==> src/rtl/rr_arbiter8_pkg.sv <==
// rtl/rr_arbiter8_pkg.sv - shared FSM encoding and requester count for rr_arbiter8
package rr_arbiter8_pkg;

  localparam int NUM_REQ = 8;
  localparam int IDX_W   = 3;

  typedef enum logic [1:0] {
    IDLE  = 2'd0,
    GRANT = 2'd1,
    GAP   = 2'd2
  } arb_state_t;

endpackage

==> src/rtl/rr_arbiter8_if.sv <==
// rtl/rr_arbiter8_if.sv - request/grant bundle between requesters and rr_arbiter8
interface rr_arbiter8_if;
  import rr_arbiter8_pkg::*;

  logic               en;
  logic [NUM_REQ-1:0] req;
  logic [NUM_REQ-1:0] gnt;
  logic [IDX_W-1:0]   gnt_idx;
  logic               gnt_valid;
  logic               timeout;

  modport master (
    output en, req,
    input  gnt, gnt_idx, gnt_valid, timeout
  );

  modport slave (
    input  en, req,
    output gnt, gnt_idx, gnt_valid, timeout
  );

endinterface

==> src/rtl/rr_arbiter8_dec3to8.sv <==
// rtl/rr_arbiter8_dec3to8.sv - 3-to-8 one-hot decoder
module dec3to8 (
  input  logic [2:0] idx,
  output logic [7:0] onehot
);

  assign onehot = 8'b0000_0001 << idx;

endmodule

==> src/rtl/rr_arbiter8.sv <==
// rtl/rr_arbiter8.sv - 8-way round-robin arbiter with hold-time limit and one-cycle gap
module rr_arbiter8
  import rr_arbiter8_pkg::*;
#(
  parameter int MAX_HOLD = 16,
  parameter int CNT_W    = 8
) (
  input  logic         clk,
  input  logic         rst,
  rr_arbiter8_if.slave bus
);

  arb_state_t         state, state_n;
  logic [IDX_W-1:0]   ptr, ptr_n;
  logic [CNT_W-1:0]   hold_cnt, hold_n;
  logic [IDX_W-1:0]   gnt_idx_q, idx_n;
  logic               gnt_valid_q, valid_n;
  logic               timeout_q, timeout_n;
  logic               rel_hit, exp_hit;
  logic [NUM_REQ-1:0] dec_out;

  // First set request bit at or above p, wrapping 7 -> 0.
  function automatic logic [IDX_W-1:0] rr_pick(input logic [NUM_REQ-1:0] r,
                                               input logic [IDX_W-1:0]   p);
    logic             found;
    logic [IDX_W-1:0] c;
    rr_pick = p;
    found   = 1'b0;
    for (int i = 0; i < NUM_REQ; i++) begin
      c = p + IDX_W'(i);
      if (!found && r[c]) begin
        rr_pick = c;
        found   = 1'b1;
      end
    end
  endfunction

  always_ff @(posedge clk or posedge rst) begin
    if (rst) begin
      state       <= IDLE;
      ptr         <= '0;
      hold_cnt    <= '0;
      gnt_idx_q   <= '0;
      gnt_valid_q <= 1'b0;
      timeout_q   <= 1'b0;
    end else begin
      state       <= state_n;
      ptr         <= ptr_n;
      hold_cnt    <= hold_n;
      gnt_idx_q   <= idx_n;
      gnt_valid_q <= valid_n;
      timeout_q   <= timeout_n;
    end
  end

  always_comb begin
    state_n   = state;
    ptr_n     = ptr;
    hold_n    = hold_cnt;
    idx_n     = gnt_idx_q;
    valid_n   = gnt_valid_q;
    timeout_n = 1'b0;
    rel_hit   = 1'b0;
    exp_hit   = 1'b0;
    case (state)
      IDLE: begin
        if (bus.en && (|bus.req)) begin
          state_n = GRANT;
          idx_n   = rr_pick(bus.req, ptr);
          valid_n = 1'b1;
          hold_n  = '0;
        end
      end
      GRANT: begin
        // en and other requesters are deliberately ignored while a grant is held
        rel_hit = !bus.req[gnt_idx_q];
        exp_hit = (hold_cnt == CNT_W'(MAX_HOLD - 1));
        hold_n  = hold_cnt + CNT_W'(1);
        if (rel_hit || exp_hit) begin
          state_n   = GAP;
          valid_n   = 1'b0;
          ptr_n     = gnt_idx_q + IDX_W'(1);
          timeout_n = !rel_hit;
        end
      end
      GAP: begin
        state_n = IDLE;
      end
      default: begin
        state_n = IDLE;
        valid_n = 1'b0;
      end
    endcase
  end

  dec3to8 u_dec (
    .idx    (gnt_idx_q),
    .onehot (dec_out)
  );

  assign bus.gnt       = dec_out & {NUM_REQ{gnt_valid_q}};
  assign bus.gnt_idx   = gnt_idx_q;
  assign bus.gnt_valid = gnt_valid_q;
  assign bus.timeout   = timeout_q;

endmodule

==> src/flat_wrapper.sv <==
// flat-port wrapper written by rule: the top's interface ports become plain ports
module rr_arbiter8_flat import rr_arbiter8_pkg::*;
#(
  parameter int MAX_HOLD = 16,
  parameter int CNT_W    = 8
)
  (clk, rst, bus_en, bus_req, bus_gnt, bus_gnt_idx, bus_gnt_valid, bus_timeout);
  rr_arbiter8_if bus_i ();
  input  logic clk;
  input  logic rst;
  input wire logic [$bits(bus_i.en)-1:0] bus_en;
  input wire logic [$bits(bus_i.req)-1:0] bus_req;
  output wire logic [$bits(bus_i.gnt)-1:0] bus_gnt;
  output wire logic [$bits(bus_i.gnt_idx)-1:0] bus_gnt_idx;
  output wire logic [$bits(bus_i.gnt_valid)-1:0] bus_gnt_valid;
  output wire logic [$bits(bus_i.timeout)-1:0] bus_timeout;
  assign bus_i.en = bus_en;
  assign bus_i.req = bus_req;
  assign bus_gnt = bus_i.gnt;
  assign bus_gnt_idx = bus_i.gnt_idx;
  assign bus_gnt_valid = bus_i.gnt_valid;
  assign bus_timeout = bus_i.timeout;
  rr_arbiter8 #(.MAX_HOLD(MAX_HOLD), .CNT_W(CNT_W)) u_core (.clk(clk), .rst(rst), .bus(bus_i));
endmodule
==> config.mk <==
export PLATFORM = sky130hd
export DESIGN_NAME = rr_arbiter8_flat
export DESIGN_NICKNAME = d
export VERILOG_FILES = /design/src/rtl/rr_arbiter8_pkg.sv /design/src/rtl/rr_arbiter8_if.sv /design/src/rtl/rr_arbiter8_dec3to8.sv /design/src/rtl/rr_arbiter8.sv /design/src/flat_wrapper.sv
export SDC_FILE = /design/constraint.sdc
export NUM_CORES = 1
export LEC_CHECK = 0
export ABC_AREA = 1
export CELL_PAD_IN_SITES_DETAIL_PLACEMENT = 1
export CELL_PAD_IN_SITES_GLOBAL_PLACEMENT = 2
export CORE_UTILIZATION = 26
export DETAILED_ROUTE_END_ITERATION = 7
export PLACE_DENSITY = 0.81
export SYNTH_ARGS = -nofsm -noshare
export SYNTH_HDL_FRONTEND = slang
export SYNTH_HIERARCHICAL = 1
export SYNTH_SLANG_ARGS = --single-unit
==> constraint.sdc <==
create_clock -name clk -period 2.2 [get_ports clk]
set_clock_uncertainty 0.1 [all_clocks]
set_input_delay 0.44 -clock clk [delete_from_list [all_inputs] [get_ports clk]]
set_output_delay 0.44 -clock clk [all_outputs]
set_load 0.1 [all_outputs]
==> results of run 1 <==
-- sequential cells by signal (all words and copies together) (netlist names) --
signal	cells
u_core/bus.timeout	1
u_core/hold_cnt	8
u_core/bus.gnt_valid	1
u_core/bus.gnt_idx	3
u_core/state	2
u_core/ptr	3
-- cells by family after synthesis --
logic type               synth area share (%)
AND/OR/NAND/NOR                         43.00
buffers and inverters                   10.84
AO/OA/AOI/OAI                           11.82
flip-flops                              27.11
XOR/XNOR                                3.615
adder cells (fa/ha/maj)                 3.012
multiplexers                           0.6024
-- worst paths after layout --
check                                                         end  depth (start not counted)
worst max-delay path            u_core/bus.gnt_idx[2]$_DFFE_PP0P_                         17
worst min-delay path                    u_core/ptr[1]$_DFFE_PP0P_                          3
worst max register to register  u_core/bus.gnt_idx[2]$_DFFE_PP0P_                         17
worst min register to register     u_core/hold_cnt[7]$_DFFE_PP0P_                          1
max in group asynchronous       u_core/bus.gnt_idx[0]$_DFFE_PP0P_                          3
min in group clk                   u_core/hold_cnt[7]$_DFFE_PP0P_                          1
-- placed cells by master, fill, tap and decap left out, drive strengths merged --
master | Yosys | layout
a211oi | 1 | 1
a21oi | 5 | 5
a22o | 1 | 1
a31oi | 1 | 1
a32oi | 1 | 1
a41oi | 1 | 1
buf | 3 | 62
clkbuf | 1 | 4
clkdlybuf4s50 | 0 | 3
clkinv | 1 | 1
dfrtp | 18 | 18
dlygate4sd2 | 0 | 7
ha | 4 | 4
inv | 37 | 37
mux2i | 1 | 1
nand2 | 88 | 88
nand3 | 39 | 39
nand4 | 2 | 2
nor2 | 28 | 28
nor3 | 1 | 1
nor4 | 2 | 2
o211ai | 1 | 1
o21a | 1 | 1
o21ai | 18 | 18
o221ai | 1 | 1
o32ai | 2 | 2
xnor2 | 4 | 4
xor2 | 2 | 2
-- cell usage after synthesis (all sizes together), types with 3 or more instances --
cell	number
a21oi	5
buf	3
dfrtp	18
ha	4
inv	37
nand2	88
nand3	39
nor2	28
o21ai	18
xnor2	4
-- timing repair --
item	in CTS	in global routing
setup endpoints to repair	3	3
resized for setup	25	19
pin swaps	17	12
buffers inserted	11	3
-- stage by stage --
step                std cells  hold WS (ps)
floorplan                 264         278.3
global placement          393         383.9
detailed placement        393         409.7
CTS                       408         419.4
global route              411         428.4
finish                    411         409.9
-- layout make-up --
type	instances	area, µm²
fill	775	3391
timing repair buffer	72	693.2
clock buffer	4	55.05
tap	75	93.84
multi-input combinational	204	1186
inverter	38	150.1
sequential	18	456.7
-- critical path, stage by stage (launching register included) --
cell	delay (ps)
dfrtp_1	390
inv_2	90
ha_4	240
inv_6	90
nand3_2	80
nand2_1	70
nand2_1	60
nand2_2	110
nand2_4	70
nor2_8	100
nand2_4	60
nor2_4	200
buf_6	130
nand3_4	70
inv_2	100
a21oi_1	70
nand2_1	70
nand2_1	50
-- per-layer routing --
metal  global-route usage, %  wire length, µm  up-vias
met4                   4.035               21        0
met5                       0                0        -
met2                   36.20             3074       22
met3                   1.222              101        2
li1                        -                -     1003
met1                   22.82             2585      963
==> out/summary.txt, run 1 <==
CTS sink count: 18
Total Nets Final: 352
Pre-CTS worst setup slack: -332.0 ps
Io pins: 24
Cell area after synthesis: 0.001662 mm²
GRT overflow: 0
Row cnt: 28
DR iter-0 viols: 43
Final setup vio count: 3
Final worst slack: -65.10 ps
First-pass GRT wire length: 9873 µm
Vias/cell: 4.842
Finished Core Util: 43.73%
Crit start category: flop
Setup TNS: -112.4 ps
Final worst-path cycle share: 103.0%
CTS tree: built
Ys async rst share: 100.0%
Drt drc: 0
Maxcap violations: 0
Slew Limit Fails: 0
Antenna violations before repair: 0
Worst r2r src: u_core/ptr[0]$_DFFE_PP0P_
Post-route cell area: 0.002635 mm²
Routed WL: 5783 µm
Clk Latency, worst-skew pair: 260 ps
Largest net degree at the start of global routing: 19
I/O Buffers: 23
Sequential fraction of the synthesis area: 27.11%
Failing checks: negative setup slack
Placed Instance Area: 0.002323 mm²
Die Ht: 81.94 µm
Clk slew on worst S/H paths: 70 ps
Post-Synthesis Cells: 264
Max Clk Rate: 441.5 MHz
TritonCTS buffer count: 3
H-tree depth: 1
Minimum clock period: 2265 ps
Synthesized net count: 279
Slew headroom: 65.61%
Hold Buf Count CTS: 0
Synth Warn #: 6
Die ar.: 0.006714 mm²
Antenna-violating nets left: 0
Syn avg cell area: 6.294 µm²
N_diodes: 0
Via count: 1,990
Worst Hold Class: primary input to async pin
GRT Util Overall: 18.93%
RePlAce Congestion: 0.7965
Initial Util: 27.57%
Worst Path Arrival: 2320 ps
Clk buf depth: 2
Proportion of layout cells with a drive suffix above 1: 33.04%
Flop-to-flop setup slack: -70 ps
CP Max Fanout: 5
Worst Setup End Kind: flop
CP required: 2250 ps
RSZ-0062 raised after global routing: true
Wirelength per Cell: 14.07 µm
Post-synth EDFFs: 0
Yosys top cell by area: dfrtp_1
Area Growth Syn to Fin: 58.58%
Crit Path Category: flop to flop
Worst-Margin Slew: 512.8 ps
Die width: 81.94 µm
Most used DFF post-synth: dfrtp_1
DPL Wire Length: 4376 µm
First-pass iteration count of the detailed router: 4
Status: complete, but fails checks
Ranking of synthesized cells by area: dfrtp_1 27%, nand2_1 19%, nand3_1 11%, inv_1 7.2%, nor2_1 5.9%
Vias in the first global route: 2,094
Count of different cell masters after synthesis: 34
Synth top area share: 27.11%
Root Driver: clkbuf_8
Yosys reg bits: 18
Core area: 0.006026 mm²
Crit path launch: u_core/ptr[0]$_DFFE_PP0P_
Hold Violations, Final: 0
Power of run 1 is not shown: default switching activity piles up to over one toggle a cycle in this logic, so the estimate is an artifact.
==> inputs of run 2 (changes only) <==
Settings changed: CORE_UTILIZATION 26 to 29, PLACE_DENSITY 0.81 to 0.85.
Clock period 2.2 ns to 2.21 ns, I/O delays scaled along.
==> out/summary.txt, run 2 (synthesized netlist as in run 1, its figures left out) <==
Status: complete, but fails checks
Failing checks: negative setup slack
Clk buf depth: 2
Top reg by flops: u_core/hold_cnt
CTS sink count: 18
RePlAce Congestion: 0.7739
R2R cell count: 18
Total Nets Final: 347
Slew Limit Fails: 0
TritonCTS buffer count: 3
Proportion of layout cells with a drive suffix above 1: 32.63%
Area Growth Syn to Fin: 57.15%
Met1 wire length: 2398 µm
Wirelength per Cell: 13.90 µm
Row cnt: 27
Clk Latency, worst-skew pair: 250 ps
Minimum clock period: 2273 ps
First-pass GRT wire length: 9266 µm
I/O Buffers: 23
Maxcap violations: 0
Worst path top cell family by delay: simple AND/OR/NAND/NOR gates
Worst Path Arrival: 2360 ps
DR iter-0 viols: 50
Core area: 0.005507 mm²
Met3 WL: 120 µm
Antenna-violating nets left: 0
Max FFs per register: 8
Final worst-path cycle share: 102.9%
Io pins: 24
Layout Cells excl Fill: 403
Clk slew on worst S/H paths: 70 ps
Initial Util: 30.17%
Length of routed met2 wiring: 3016 µm
Flop-to-flop setup slack: -60 ps
GRT overflow: 0
N_diodes: 0
Vias/cell: 4.868
Drt drc: 0
Die ar.: 0.006037 mm²
Root Driver: clkbuf_8
Hold Buf Count CTS: 0
DPL Wire Length: 4300 µm
Final setup vio count: 3
Largest net degree at the start of global routing: 19
CP Max Fanout: 5
Crit path launch: u_core/ptr[0]$_DFFE_PP0P_
Finished Core Util: 47.42%
Pre-CTS worst setup slack: -373.4 ps
Most used cell, CP: nand2_1
CP max stage delay: 430 ps
Inst Count DP: 392
R2R Path End: u_core/bus.gnt_idx[2]$_DFFE_PP0P_
Most common cell after layout, fill and taps aside: nand2_1
Crit Path Category: flop to flop
Final worst slack: -63.14 ps
Fin Hold WS: 411.0 ps
CP required: 2300 ps
H-tree depth: 1
Die width: 77.70 µm
Antenna violations before repair: 0
RSZ-0062 raised after global routing: true
Vias in the first global route: 2,049
Max Clk Rate: 439.9 MHz
Slew headroom: 70.73%
GRT Util Overall: 19.09%
Slowest CP cell: dfrtp_1
First-pass iteration count of the detailed router: 4
Hold Violations, Final: 0
Crit start category: flop
Most frequent cells in the layout: 71 x nand2_1, 46 x buf_4, 32 x inv_1
Worst-Margin Slew: 436.4 ps
Routed WL: 5602 µm
Buf/Inv on CP: 3
Die Ht: 77.70 µm
Worst Hold Class: primary input to async pin
Crit path capture: u_core/bus.gnt_idx[2]$_DFFE_PP0P_
Worst r2r src: u_core/ptr[0]$_DFFE_PP0P_
Fill cell count: 695
CTS tree: built
Stages on the worst setup path: 18
Worst Setup End Kind: flop
Top layer in use: met4
Critical Path, Cell by Cell: inv_2 -> ha_4 -> inv_6 -> nand3_4 -> nand2_2 -> nand2_2 -> nand2_4 -> nand2_4 -> nor2_8 -> nand2_4 -> nor2_4 -> nand2_4 -> buf_4 -> nand2_1 -> nand2_1 -> nand2_1 -> nand2_1 -> nand2_1
Via count: 1,962
run 2: layout make-up:
type	instances	area, µm²	share of cell area, %
Multi-Input combinational cell	204	1207	46.24
Timing Repair Buffer	67	651.9	24.96
Sequential cell	18	456.7	17.49
Inverter	38	150.1	5.750
Tap cell	72	90.09	3.450
Clock buffer	4	55.05	2.108
run 2: routing by layer:
metal	vias up	global-route usage [%]
met4	0	6.038
met2	26	36.73
met1	936	21.92
met5	-	0
li1	992	-
met3	8	1.647
run 2: repair_timing:
action / in CTS / in global routing
setup endpoints to repair: 3 / 3
gates resized for setup: 19 / 26
setup buffers: 7 / 1
pin swaps: 11 / 16
run 2: through the flow:
stage	instance area (µm²)	setup TNS, ps
CTS	2485	-80.70
global placement	2332	-828.6
detailed placement	2332	-1062
floorplan	1679	0
finish	2611	-140.1
global route	2611	-606.0
run 2: worst register-to-register path: stages, from the launching register on:
cell	delay, ps
dfrtp_1	430
inv_2	80
ha_4	290
inv_6	90
nand3_4	90
nand2_2	90
nand2_2	60
nand2_4	90
nand2_4	60
nor2_8	90
nand2_4	60
nor2_4	170
nand2_4	90
buf_4	140
nand2_1	60
nand2_1	60
nand2_1	70
nand2_1	50
nand2_1	60
run 2: how the worst min path moves through the flow:
stage	to	slack, ps	startpoint
3_5_place_dp	u_core/hold_cnt[7]$_DFFE_PP0P_	400	u_core/hold_cnt[7]$_DFFE_PP0P_
4_1_cts	u_core/hold_cnt[7]$_DFFE_PP0P_	410	u_core/hold_cnt[7]$_DFFE_PP0P_
3_3_place_gp	u_core/hold_cnt[7]$_DFFE_PP0P_	390	u_core/hold_cnt[7]$_DFFE_PP0P_
5_1_grt	u_core/hold_cnt[0]$_DFFE_PP0P_	440	rst
6_report	u_core/hold_cnt[0]$_DFFE_PP0P_	410	rst
2_1_floorplan	u_core/bus.timeout$_DFF_PP0_	280	rst
Power of run 2 is left out for the same reason.
